===== src/rtl/sb_pkg.sv =====
// Shared encoding constants and elaboration-time helpers for the parametrised switch box.
// Every sizing decision in the top derives from these functions.
package sb_pkg;

  localparam int NUM_SIDES   = 4;
  localparam int SEL_SIDE0   = 0;
  localparam int SEL_SIDE1   = 1;
  localparam int SEL_SIDE2   = 2;
  localparam int SEL_PE_BASE = 3;
  localparam int CFG_WORD_W  = 32;

  function automatic int clog2(input int value);
    int r;
    r = 0;
    for (int i = 0; i < 31; i++) begin
      if ((1 << i) < value) r = i + 1;
    end
    return r;
  endfunction

  // Per-output field: select bits plus one reg_en bit on top.
  function automatic int sb_field_w(input int num_pe_out);
    return clog2(SEL_PE_BASE + num_pe_out) + 1;
  endfunction

  function automatic int sb_num_words(input int num_tracks, input int num_pe_out);
    return (NUM_SIDES * num_tracks * sb_field_w(num_pe_out) + CFG_WORD_W - 1) / CFG_WORD_W;
  endfunction

  function automatic int sb_src_side(input int s, input int k);
    return (s + k + 1) % NUM_SIDES;
  endfunction

  // Track rotation follows the source side so that tracks spread across the box.
  function automatic int sb_src_track(input int s, input int k, input int t, input int num_tracks);
    return (t + sb_src_side(s, k) + num_tracks - 1) % num_tracks;
  endfunction

endpackage


===== src/rtl/switch_box_cfg_pipe_if.sv =====
// Data tracks, PE inputs, stall and configuration bus of the switch box.
// The master side drives routing inputs and config; the slave side is the switch box.
interface switch_box_cfg_pipe_if
  import sb_pkg::*;
#(
  parameter int NUM_TRACKS = 4,
  parameter int WIDTH      = 1,
  parameter int NUM_PE_OUT = 1,
  parameter int CFG_ADDR_W = 8
);

  localparam int LANE_BITS = NUM_SIDES * NUM_TRACKS * WIDTH;

  logic [LANE_BITS-1:0]          in_wire;
  logic [LANE_BITS-1:0]          out_wire;
  logic [NUM_PE_OUT*WIDTH-1:0]   pe_output;
  logic [CFG_ADDR_W-1:0]         config_addr;
  logic [CFG_WORD_W-1:0]         config_data;
  logic                          config_en;
  logic                          config_rd;
  logic [CFG_WORD_W-1:0]         config_rdata;
  logic                          config_commit;
  logic                          stall;

  modport master (
    output in_wire,
    output pe_output,
    output config_addr,
    output config_data,
    output config_en,
    output config_rd,
    output config_commit,
    output stall,
    input  out_wire,
    input  config_rdata
  );

  modport slave (
    input  in_wire,
    input  pe_output,
    input  config_addr,
    input  config_data,
    input  config_en,
    input  config_rd,
    input  config_commit,
    input  stall,
    output out_wire,
    output config_rdata
  );

endinterface


===== src/rtl/sb_track_mux.sv =====
// One output lane: source mux, stall-gated pipeline register and reg_en bypass.
// The register follows the mux regardless of reg_en so switching modes never shows old data.
module sb_track_mux
  import sb_pkg::*;
#(
  parameter int WIDTH   = 1,
  parameter int NUM_SRC = 4,
  parameter int SEL_W   = 2
) (
  input  logic                     clk,
  input  logic                     reset,
  input  logic                     stall,
  input  logic [NUM_SRC*WIDTH-1:0] src,
  input  logic [SEL_W-1:0]         sel,
  input  logic                     reg_en,
  output logic [WIDTH-1:0]         lane_out
);

  logic [WIDTH-1:0] mux_out;
  logic [WIDTH-1:0] pipe_q;

  // Unused select codes fall through to zero.
  always_comb begin
    mux_out = '0;
    for (int i = 0; i < NUM_SRC; i++) begin
      if (sel == SEL_W'(i)) mux_out = src[i*WIDTH +: WIDTH];
    end
  end

  always_ff @(posedge clk or posedge reset) begin
    if (reset) begin
      pipe_q <= '0;
    end else if (!stall) begin
      pipe_q <= mux_out;
    end
  end

  assign lane_out = reg_en ? pipe_q : mux_out;

endmodule


===== src/rtl/switch_box_cfg_pipe.sv =====
// Parametrised CGRA switch box with double-buffered configuration and per-lane pipelining.
// Shadow/active config store and readback live here; lanes are sb_track_mux instances.
module switch_box_cfg_pipe
  import sb_pkg::*;
#(
  parameter int NUM_TRACKS = 4,
  parameter int WIDTH      = 1,
  parameter int NUM_PE_OUT = 1,
  parameter int CFG_ADDR_W = 8
) (
  input logic                  clk,
  input logic                  reset,
  switch_box_cfg_pipe_if.slave bus
);

  localparam int NUM_SRC   = SEL_PE_BASE + NUM_PE_OUT;
  localparam int SEL_W     = clog2(NUM_SRC);
  localparam int FW        = sb_field_w(NUM_PE_OUT);
  localparam int NUM_LANES = NUM_SIDES * NUM_TRACKS;
  localparam int CFG_BITS  = NUM_LANES * FW;
  localparam int NUM_WORDS = sb_num_words(NUM_TRACKS, NUM_PE_OUT);

  logic [CFG_BITS-1:0]        shadow_q;
  logic [CFG_BITS-1:0]        shadow_d;
  logic [CFG_BITS-1:0]        active_q;
  logic [CFG_WORD_W-1:0]      rd_word;
  logic [CFG_WORD_W-1:0]      rdata_q;
  logic [NUM_LANES*WIDTH-1:0] out_all;

  // Only implemented bits exist, so padding above CFG_BITS is never stored and
  // out-of-range addresses simply match no bit.
  always_comb begin
    shadow_d = shadow_q;
    if (bus.config_en) begin
      for (int b = 0; b < CFG_BITS; b++) begin
        if (bus.config_addr == CFG_ADDR_W'(b / CFG_WORD_W))
          shadow_d[b] = bus.config_data[b % CFG_WORD_W];
      end
    end
  end

  always_comb begin
    rd_word = '0;
    for (int b = 0; b < CFG_BITS; b++) begin
      if (bus.config_addr == CFG_ADDR_W'(b / CFG_WORD_W))
        rd_word[b % CFG_WORD_W] = active_q[b];
    end
  end

  // Commit copies the pre-edge shadow, so a same-cycle write waits for the next commit.
  always_ff @(posedge clk or posedge reset) begin
    if (reset) begin
      shadow_q <= '0;
      active_q <= '0;
    end else begin
      shadow_q <= shadow_d;
      if (bus.config_commit) active_q <= shadow_q;
    end
  end

  always_ff @(posedge clk or posedge reset) begin
    if (reset) begin
      rdata_q <= '0;
    end else if (bus.config_rd) begin
      rdata_q <= rd_word;
    end
  end

  assign bus.config_rdata = rdata_q;

  for (genvar s = 0; s < NUM_SIDES; s++) begin : g_side
    for (genvar t = 0; t < NUM_TRACKS; t++) begin : g_trk
      localparam int LANE = s * NUM_TRACKS + t;

      logic [NUM_SRC*WIDTH-1:0] src;
      logic [FW-1:0]            field;

      for (genvar k = SEL_SIDE0; k <= SEL_SIDE2; k++) begin : g_in
        localparam int SRC_LANE = sb_src_side(s, k) * NUM_TRACKS
                                  + sb_src_track(s, k, t, NUM_TRACKS);
        assign src[k*WIDTH +: WIDTH] = bus.in_wire[SRC_LANE*WIDTH +: WIDTH];
      end

      assign src[SEL_PE_BASE*WIDTH +: NUM_PE_OUT*WIDTH] = bus.pe_output;
      assign field = active_q[LANE*FW +: FW];

      sb_track_mux #(
        .WIDTH   (WIDTH),
        .NUM_SRC (NUM_SRC),
        .SEL_W   (SEL_W)
      ) u_mux (
        .clk      (clk),
        .reset    (reset),
        .stall    (bus.stall),
        .src      (src),
        .sel      (field[SEL_W-1:0]),
        .reg_en   (field[SEL_W]),
        .lane_out (out_all[LANE*WIDTH +: WIDTH])
      );
    end
  end

  assign bus.out_wire = out_all;

endmodule


===== src/flat_wrapper.sv =====
// flat-port wrapper written by rule: the top's interface ports become plain ports
module switch_box_cfg_pipe_flat import sb_pkg::*;
#(
  parameter int NUM_TRACKS = 4,
  parameter int WIDTH      = 1,
  parameter int NUM_PE_OUT = 1,
  parameter int CFG_ADDR_W = 8
)
  (clk, reset, bus_in_wire, bus_pe_output, bus_config_addr, bus_config_data, bus_config_en, bus_config_rd, bus_config_commit, bus_stall, bus_out_wire, bus_config_rdata);
  switch_box_cfg_pipe_if #(.NUM_TRACKS(NUM_TRACKS), .WIDTH(WIDTH), .NUM_PE_OUT(NUM_PE_OUT), .CFG_ADDR_W(CFG_ADDR_W)) bus_i ();
  input logic clk;
  input logic reset;
  input wire logic [$bits(bus_i.in_wire)-1:0] bus_in_wire;
  input wire logic [$bits(bus_i.pe_output)-1:0] bus_pe_output;
  input wire logic [$bits(bus_i.config_addr)-1:0] bus_config_addr;
  input wire logic [$bits(bus_i.config_data)-1:0] bus_config_data;
  input wire logic [$bits(bus_i.config_en)-1:0] bus_config_en;
  input wire logic [$bits(bus_i.config_rd)-1:0] bus_config_rd;
  input wire logic [$bits(bus_i.config_commit)-1:0] bus_config_commit;
  input wire logic [$bits(bus_i.stall)-1:0] bus_stall;
  output wire logic [$bits(bus_i.out_wire)-1:0] bus_out_wire;
  output wire logic [$bits(bus_i.config_rdata)-1:0] bus_config_rdata;
  assign bus_i.in_wire = bus_in_wire;
  assign bus_i.pe_output = bus_pe_output;
  assign bus_i.config_addr = bus_config_addr;
  assign bus_i.config_data = bus_config_data;
  assign bus_i.config_en = bus_config_en;
  assign bus_i.config_rd = bus_config_rd;
  assign bus_i.config_commit = bus_config_commit;
  assign bus_i.stall = bus_stall;
  assign bus_out_wire = bus_i.out_wire;
  assign bus_config_rdata = bus_i.config_rdata;
  switch_box_cfg_pipe #(.NUM_TRACKS(NUM_TRACKS), .WIDTH(WIDTH), .NUM_PE_OUT(NUM_PE_OUT), .CFG_ADDR_W(CFG_ADDR_W)) u_core (.clk(clk), .reset(reset), .bus(bus_i));
endmodule

===== config.mk =====
export PLATFORM = sky130hd
export DESIGN_NAME = switch_box_cfg_pipe_flat
export DESIGN_NICKNAME = d
export VERILOG_FILES = /design/src/rtl/sb_pkg.sv /design/src/rtl/switch_box_cfg_pipe_if.sv /design/src/rtl/sb_track_mux.sv /design/src/rtl/switch_box_cfg_pipe.sv /design/src/flat_wrapper.sv
export SDC_FILE = /design/constraint.sdc
export NUM_CORES = 1
export LEC_CHECK = 0
export CAP_MARGIN = 20
export CORE_UTILIZATION = 45
export DETAILED_ROUTE_END_ITERATION = 8
export PLACE_DENSITY_LB_ADDON = 0.15
export SETUP_SLACK_MARGIN = 0.4
export SYNTH_ARGS = -nofsm -noshare
export SYNTH_HDL_FRONTEND = slang
export SYNTH_SLANG_ARGS = --single-unit

===== constraint.sdc =====
create_clock -name clk -period 5.8 [get_ports clk]
set_input_delay 0.58 -clock clk [delete_from_list [all_inputs] [get_ports clk]]
set_output_delay 0.58 -clock clk [all_outputs]
set_load 0.1 [all_outputs]

==> reports/results.txt, run 1 <==
Gate power share -> 0.140
largest family of logic cells by synthesized area -> multiplexers
critical-path cell list -> clkdlybuf4s50_1 > mux4_2 > mux2_2 > clkdlybuf4s50_1
total CTS buffers -> 17
r2r endpoint -> u_core.g_side[0].g_trk[2].u_mux.pipe_q
# IOs -> 111
cell mode on critical path -> clkdlybuf4s50_1
Post-Synth Adder-Cell Area -> 0
RSZ-0062 raised after global routing -> false
flop2flop setup slack -> 4470 ps
Sw Share -> 0.263
max_cap viols -> 0
sw power -> 671 µW
worst hold path type -> reg2reg
DRT iter0 DRCs -> 200
worst-skew pair later-pin latency -> 420 ps
port bufs -> 110
WL final -> 14800 µm
proportion of layout cells with a drive suffix above 1 -> 0.366
syn nets -> 511
number of enable flip-flop cells after synthesis -> 0
Setup TNS Final -> 0 ps
R2R Path Start -> u_core.active_q[6]
WP buf/inv -> 2
CP startpoint kind -> primary input
hold path start -> u_core.shadow_q[9]
crit path kind -> in2out
Util after Layout -> 0.587
n_diodes -> 0
worst path required time -> 5220 ps
Post-Syn Area -> 0.00648 mm²
asr flop ratio synth -> 1.00
cell family with most CP delay -> buffers and inverters
Via density -> 5.25
global-route wire length before repair -> 23400 µm
PD cells -> 311 mW/mm²
total power -> 2550 µW
top cells by area, synth -> dfrtp_1 (56%), mux2_2 (20%), mux2_4 (6.9%)
P_int -> 1880 µW
syn avg cell area -> 14.5 µm²
Synth Area in XOR/XNOR -> 0
Clock Skews -> 5.10 ps
row count -> 43
Synthesis Warnings -> 0
remaining global-route overflow -> 0
fmax -> 0.254 GHz
Non-Filler Instances -> 735
post-CTS resize count -> 0
setup ws final -> 1860 ps
placed cell count -> 702
pins over their slew limit -> 0
post-synth cell types -> 17
number of global-route vias before repair -> 4008
fillers -> 1133
sequential power share -> 0.425
Hold Path End -> u_core.active_q[9]
post-route ant nets -> 0
largest net degree at the start of global routing -> 95
Hold Vio Cnt, Final -> 0
slowest stage cell on the critical path -> clkdlybuf4s50_1
share of the synthesized area in the top cell type -> 0.556
core box area -> 0.0140 mm²
number of buffers added for setup after CTS -> 0
multiplexer share of the synthesized area -> 0.323
initial core utilization -> 0.464
synthesized instance count -> 448
Post-CTS Hold Fix Bufs -> 0
Reg clk slew, reported paths -> 60 ps
Residual DRC -> 0
Final GP Congestion -> 0.761
die width -> 122 µm
WL/cell -> 20.2 µm
most frequent cells after synthesis -> dfrtp_1 (144), mux2_2 (114), nand2_1 (34)
multi-input logic area -> 0.00249 mm²
post-synthesis simple-gate area fraction -> 0.0299
Layout area overhead -> 26.5%
Finish-stage setup viols -> 0
Worst Setup Slack post-DPL -> 1830 ps
Post-synth top flop -> dfrtp_1
clk root buf -> clkbuf_16
clk sinks -> 144
most common cell in the netlist -> dfrtp_1
detailed-placement wirelength estimate -> 9930 µm
Leak -> 0.00365 µW
Longest Clk Path Bufs -> 2
Period minus WS final -> 3940 ps
Worst Hold Depth -> 1
height of the chip -> 122 µm
Worst Path Arrival -> 3360 ps
TritonRoute pass-1 iters -> 4
initial antenna violation count -> 0
leading area contributor after synthesis -> dfrtp_1
CP peak stage delay -> 970 ps
Slew @ Worst Pin -> 1070 ps
H-tree levels -> 4
Crit Path Max Fanout -> 16
die area -> 0.0149 mm²
clock share of power -> 0.435
post-synthesis compound-gate area fraction -> 0.0309
CTS tree -> yes
status -> complete, no violations
Final period util -> 0.680
Total Routing Usage GR -> 0.218
post-synthesis sequential area ratio -> 0.556
Slew HR -> 0.285
Worst VDD drop -> 0.204 mV
vias -> 3858
FF/Latch Area -> 0.00360 mm²
crit path capture type -> output port
NumNets Final -> 605
cells on worst reg2reg path -> 2
flops & latches, synth -> 144
[state kept, by name, indices dropped and copies added, names as in the netlist]
signal	count
u_core.shadow_q	48
u_core.active_q	48
u_core.g_side.g_trk.u_mux.pipe_q	16
u_core.bus.config_rdata	32
[worst max path at each step]
stage                   from                 end  slack [ps]  cells past startpoint
2_1_floorplan          reset  u_core.active_q[0]        1350                      1
3_3_place_gp   bus_pe_output    bus_out_wire[10]        1850                      4
3_5_place_dp   bus_pe_output    bus_out_wire[10]        1830                      4
4_1_cts        bus_pe_output    bus_out_wire[10]        1840                      4
5_1_grt        bus_pe_output     bus_out_wire[3]        1810                      4
6_report       bus_pe_output    bus_out_wire[13]        1860                      4
[cells in the final DEF, fill, tap and decap left out]
cell type          n
buf_2              2
buf_16             1
clkinvlp_4         4
inv_6              3
nor4_4             2
clkinv_2           1
mux2_4            30
dfrtp_1          144
mux4_2            16
clkdlybuf4s50_1  108
bufinv_16          3
nor3_1             1
and4_1             1
o22ai_1           32
buf_4              4
clkbuf_16         17
mux2_2           114
nand2_1           34
nand3_2            1
inv_1             32
clkinv_4           5
[per-layer routing]
metal,global-route usage,share of wire,vias up,wire (µm)
li1,-,-,1767,-
met4,0.0772,0.017,0,259
met1,0.290,0.46,1976,6780
met3,0.0496,0.043,19,632
met5,0,0,-,0
met2,0.351,0.48,96,7140
[final cells by class]
class                      count  share of cell area
clock inverter                15              0.0227
multi-input combinational    231               0.303
sequential                   144               0.439
tap                          180              0.0274
timing repair buffer         115               0.140
clock buffer                  17              0.0518
inverter                      33              0.0157
[power groups by stage]
stage	clock network, µW	logic [µW]	registers [µW]
after floorplan	0	271	1090
after global placement	0	355	1100
after detailed placement	0	358	1100
after CTS	1130	360	1080
after global routing	1180	378	1090
final	1110	358	1080
[cell families after synthesis]
| logic type | count (synthesis) |
|---|---|
| and+or+nand+nor | 39 |
| AOI/OAI and AO/OA | 32 |
| buffers and inverters | 73 |
| muxes | 160 |
| DFF | 144 |
[per-stage QoR]
step	hold WS [ps]	cell area [µm²]
CTS	499	8180
global placement	481	7570
global route	506	8210
finish	497	8210
detailed placement	485	7570
floorplan	474	6480
Note: power is estimated with default switching activity, not from simulation.
==> run 2: changes to the inputs <==
==> constraint.sdc (replaced) <==
create_clock -name clk -period 4 [get_ports clk]
set_input_delay 0.4 -clock clk [delete_from_list [all_inputs] [get_ports clk]]
set_output_delay 0.4 -clock clk [all_outputs]
set_load 0.1 [all_outputs]
==> reports/results.txt, run 2 (same netlist as run 1, synthesis figures left out) <==
Leak -> 0.00367 µW (+0.50%)
Gate power share -> 0.144 (+0.004)
Setup TNS Final -> 0 ps (unchanged)
GR Util met2 -> 0.349 (-0.00177)
Slew HR -> 0.327 (+0.0422)
Final GP Congestion -> 0.750 (-1.5%)
multi-input logic area -> 0.00249 mm² (unchanged)
worst path required time -> 3600 ps (-1620 ps)
number of global-route vias before repair -> 4015 (+0.17%)
Top Usage Layer GRT -> met2
CTS tree -> yes
WP buf/inv -> 2 (unchanged)
NumNets Final -> 609 (+0.66%)
RSZ-0062 raised after global routing -> false
Layout area overhead -> 25.7%
total power -> 3590 µW (+41%)
fillers -> 1152 (+1.7%)
row count -> 43 (unchanged)
Worst Setup Slack post-DPL -> 1150 ps (-685 ps)
Final period util -> 0.707
initial antenna violation count -> 0 (unchanged)
Worst Path Arrival -> 2430 ps (-930 ps)
crit path kind -> in2out
initial core utilization -> 0.464 (unchanged)
Period minus WS final -> 2830 ps
DRT iter0 DRCs -> 297 (+49%)
total CTS buffers -> 17 (unchanged)
remaining global-route overflow -> 0 (unchanged)
Sw Share -> 0.253 (-0.0101)
core box area -> 0.0140 mm² (unchanged)
P_int -> 2680 µW (+43%)
critical-path cell list -> clkdlybuf4s50_1 > mux4_2 > mux2_2 > buf_4
Hold Vio Cnt, Final -> 0 (unchanged)
Crit Path Max Fanout -> 16 (unchanged)
sequential power share -> 0.439 (+0.014)
vias -> 3882 (+0.62%)
FF/Latch Area -> 0.00360 mm² (unchanged)
worst hold path type -> in2async
post-CTS resize count -> 0 (unchanged)
Clock Skews -> 4.66 ps (-0.443 ps)
clk root buf -> clkbuf_16
grt met1 use -> 0.288 (-0.00239)
die width -> 122 µm (unchanged)
cell family with most CP delay -> buffers and inverters
most common cell after layout, fill and taps aside -> dfrtp_1
TritonRoute pass-1 iters -> 4 (unchanged)
Total Routing Usage GR -> 0.217 (-0.00141)
fmax -> 0.354 GHz
detailed-placement wirelength estimate -> 10200 µm (+3.2%)
pins over their slew limit -> 0 (unchanged)
sw power -> 907 µW (+35%)
proportion of layout cells with a drive suffix above 1 -> 0.387 (+0.0213)
Reg clk slew, reported paths -> 50 ps (about the same)
Residual DRC -> 0 (unchanged)
setup ws final -> 1170 ps (-685 ps)
largest net degree at the start of global routing -> 70 (-26%)
die area -> 0.0149 mm² (unchanged)
clk sinks -> 144 (unchanged)
WL/cell -> 19.9 µm (-1.2%)
placed cell count -> 706 (+0.57%)
slowest stage cell on the critical path -> clkdlybuf4s50_1
post-route ant nets -> 0 (unchanged)
port bufs -> 110 (unchanged)
number of buffers added for setup after CTS -> 0 (unchanged)
PD cells -> 440 mW/mm² (+42%)
global-route wire length before repair -> 23200 µm (-0.98%)
CP startpoint kind -> primary input
# IOs -> 111 (unchanged)
Worst VDD drop -> 0.310 mV (+52%)
max_cap viols -> 0 (unchanged)
H-tree levels -> 4 (unchanged)
Util after Layout -> 0.583 (-0.00376)
CP peak stage delay -> 820 ps (-150 ps)
WL final -> 14700 µm (-0.76%)
Non-Filler Instances -> 738 (+0.41%)
most frequent cells in the layout -> dfrtp_1 (144), mux2_2 (114), clkdlybuf4s50_1 (92)
Via density -> 5.26 (+0.21%)
Finish-stage setup viols -> 0 (unchanged)
flop2flop setup slack -> 2660 ps (-1810 ps)
GR Util met3 -> 0.0506 (+0.000936)
clock share of power -> 0.418 (-0.017)
Post-CTS Hold Fix Bufs -> 0 (unchanged)
status -> complete, no violations
n_diodes -> 0 (unchanged)
Slew @ Worst Pin -> 1010 ps (-63.1 ps)
worst-skew pair later-pin latency -> 420 ps (about the same)
height of the chip -> 122 µm (unchanged)
crit path capture type -> output port
Longest Clk Path Bufs -> 2 (unchanged)
run 2: final cells by class:
class | instances | area share
timing repair buffer | 119 | 0.141
multi-input combinational | 231 | 0.305
clock buffer | 25 | 0.0583
sequential | 144 | 0.442
tap | 180 | 0.0276
inverter | 33 | 0.0157
clock inverter | 6 | 0.0101
run 2: layer usage:
layer | share of wire | routed length (µm) | up-vias
li1 | - | - | 1774
met4 | 0.016 | 236 | 0
met5 | 0 | 0 | -
met3 | 0.055 | 808 | 17
met2 | 0.49 | 7270 | 108
met1 | 0.43 | 6390 | 1983
run 2: through the flow:
step	instance area, µm²	hold WS, ps
final	8150	356
after global routing	8150	373
after CTS	8130	354
after detailed placement	7570	490
after global placement	7570	482
after floorplan	6490	474
run 2: worst register-to-register path, stage by stage (launching register included):
cell	delay (ps)
dfrtp_1	410
mux4_2	540
mux2_2	280
run 2: power by group through the flow:
| stage | clock network [µW] | registers [µW] | logic (µW) |
|---|---|---|---|
| floorplan | 0 | 1580 | 393 |
| global placement | 0 | 1600 | 512 |
| detailed placement | 0 | 1600 | 517 |
| CTS | 1530 | 1570 | 520 |
| global route | 1610 | 1580 | 543 |
| finish | 1500 | 1580 | 516 |
run 2: path summary, 6_finish.rpt:
path,start,endpoint,depth (start not counted)
min in group clk,u_core.g_side[3].g_trk[0].u_mux.pipe_q,u_core.g_side[3].g_trk[0].u_mux.pipe_q,1
setup reg to reg,u_core.active_q[12],u_core.g_side[1].g_trk[0].u_mux.pipe_q,2
setup / recovery,bus_pe_output,bus_out_wire[13],4
hold / removal,reset,u_core.bus.config_rdata[17],2
hold reg to reg,u_core.g_side[3].g_trk[0].u_mux.pipe_q,u_core.g_side[3].g_trk[0].u_mux.pipe_q,1
max in group asynchronous,reset,u_core.g_side[3].g_trk[0].u_mux.pipe_q,3
==> run 3: changes to the inputs <==
==> constraint.sdc (replaced) <==
create_clock -name clk -period 2.5 [get_ports clk]
set_input_delay 0.25 -clock clk [delete_from_list [all_inputs] [get_ports clk]]
set_output_delay 0.25 -clock clk [all_outputs]
set_load 0.1 [all_outputs]
==> reports/results.txt, run 3 (same netlist as run 1, synthesis figures left out) <==
# IOs -> 111 (unchanged)
initial core utilization -> 0.464 (unchanged)
clk root buf -> clkbuf_16
Layout area overhead -> 31.4%
status -> complete, no violations
WL/cell -> 19.8 µm (-0.86%)
Longest Clk Path Bufs -> 2 (unchanged)
Final GP Congestion -> 0.767 (+2.4%)
pins over their slew limit -> 0 (unchanged)
die area -> 0.0149 mm² (unchanged)
initial antenna violation count -> 0 (unchanged)
CP peak stage delay -> 520 ps (-300 ps)
Period minus WS final -> 2120 ps
height of the chip -> 122 µm (unchanged)
Reg clk slew, reported paths -> 60 ps (about the same)
remaining global-route overflow -> 0 (unchanged)
CP startpoint kind -> primary input
Via density -> 5.22 (-0.81%)
most common cell after layout, fill and taps aside -> dfrtp_1
Worst Path Arrival -> 1870 ps (-560 ps)
vias -> 3913 (+0.80%)
critical-path cell list -> clkdlybuf4s50_1 > buf_4 > mux4_2 > mux2_2 > buf_12
total CTS buffers -> 17 (unchanged)
crit path capture type -> output port
Finish-stage setup viols -> 0 (unchanged)
clk sinks -> 144 (unchanged)
detailed-placement wirelength estimate -> 10000 µm (-2.4%)
DRT iter0 DRCs -> 179 (-40%)
placed cell count -> 708 (+0.28%)
NumNets Final -> 621 (+2.0%)
Crit Path Max Fanout -> 16 (unchanged)
Slew @ Worst Pin -> 637 ps (-369 ps)
worst hold path type -> in2async
Worst VDD drop -> 0.520 mV (+68%)
max_cap viols -> 0 (unchanged)
global-route wire length before repair -> 23200 µm (unchanged)
post-route ant nets -> 0 (unchanged)
n_diodes -> 0 (unchanged)
r2r endpoint -> u_core.g_side[2].g_trk[2].u_mux.pipe_q
Leak -> 0.00396 µW (+7.8%)
proportion of layout cells with a drive suffix above 1 -> 0.465 (+0.0778)
Util after Layout -> 0.609 (+0.0263)
Clock Skews -> 6.60 ps (+1.94 ps)
TritonRoute pass-1 iters -> 4 (unchanged)
Final period util -> 0.846
WL final -> 14800 µm (+0.75%)
worst path required time -> 2250 ps (-1350 ps)
core box area -> 0.0140 mm² (unchanged)
worst-skew pair later-pin latency -> 420 ps (about the same)
Total Routing Usage GR -> 0.215 (-0.00199)
Setup TNS Final -> 0 ps (unchanged)
RSZ-0062 raised after global routing -> true
Post-CTS Hold Fix Bufs -> 0 (unchanged)
most frequent cells in the layout -> dfrtp_1 (144), mux2_2 (102), clkdlybuf4s50_1 (60)
crit path kind -> in2out
Non-Filler Instances -> 750 (+1.6%)
port bufs -> 110 (unchanged)
multi-input logic area -> 0.00253 mm² (+1.8%)
Hold Vio Cnt, Final -> 0 (unchanged)
cells on worst reg2reg path -> 3 (+1)
total power -> 6280 µW (+75%)
flop2flop setup slack -> 1070 ps (-1590 ps)
Residual DRC -> 0 (unchanged)
die width -> 122 µm (unchanged)
Slew HR -> 0.574 (+0.247)
FF/Latch Area -> 0.00360 mm² (unchanged)
R2R Path Start -> u_core.active_q[30]
slowest stage cell on the critical path -> mux4_2
CTS tree -> yes
H-tree levels -> 4 (unchanged)
fmax -> 0.473 GHz
PD cells -> 736 mW/mm² (+67%)
fillers -> 1108 (-3.8%)
largest net degree at the start of global routing -> 87 (+24%)
Fin Hold WS -> 295 ps (-61.1 ps)
row count -> 43 (unchanged)
number of global-route vias before repair -> 4086 (+1.8%)
==> run 3: changes by cell type in the layout (fill, tap and decap cells not counted), sizes merged <==
cell,delta
buf,+44
bufinv,+3
clkbuf,-4
clkdlybuf4s50,-32
clkinv,-1
clkinvlp,+2
==> run 3: metal layers <==
| metal | GRT usage | share of wire | up-vias |
|---|---|---|---|
| li1 | - | - | 1798 |
| met1 | 0.295 | 0.45 | 2005 |
| met2 | 0.338 | 0.49 | 95 |
| met3 | 0.0571 | 0.049 | 15 |
| met4 | 0.0556 | 0.011 | 0 |
| met5 | 0 | 0 | - |
==> run 3: how the worst max path moves through the flow <==
stage	end	slack, ps	depth (start not counted)	startpoint
5_1_grt	bus_out_wire[14]	330	3	u_core.active_q[43]
3_5_place_dp	bus_out_wire[9]	390	5	bus_pe_output
3_3_place_gp	bus_out_wire[13]	370	5	bus_pe_output
4_1_cts	bus_out_wire[9]	370	3	u_core.active_q[27]
2_1_floorplan	u_core.active_q[0]	440	1	reset
6_report	bus_out_wire[3]	380	5	bus_pe_output
==> run 3: cell type report <==
type	count	area share
sequential	144	0.423
multi-input combinational	231	0.297
timing repair buffer	131	0.162
clock buffer	21	0.0552
tap	180	0.0264
clock inverter	10	0.0214
inverter	33	0.0150
==> run 3: metrics by stage <==
| step | setup slack, ps | cell area [µm²] |
|---|---|---|
| finish | 385 | 8520 |
| global route | 332 | 8520 |
| CTS | 372 | 8450 |
| global placement | 370 | 7740 |
| detailed placement | 393 | 7740 |
| floorplan | 445 | 6490 |
==> run 3: report_power, final <==
group          internal, µW  switching, µW
Sequential             2440           81.0
Combinational           463            509
Clock                  1840            940
==> run 3: what timing repair did <==
action | CTS | global route
gates resized for setup | 3 | 9
setup buffers | 6 | 5
pin swaps | 0 | 0
endpoints found under the setup margin | 10 | 16
==> run 3: critical path: cells and delay by family <==
| kind | cells | cell delay, ps |
|---|---|---|
| buffers and inverters | 3 | 780 |
| muxes | 2 | 830 |
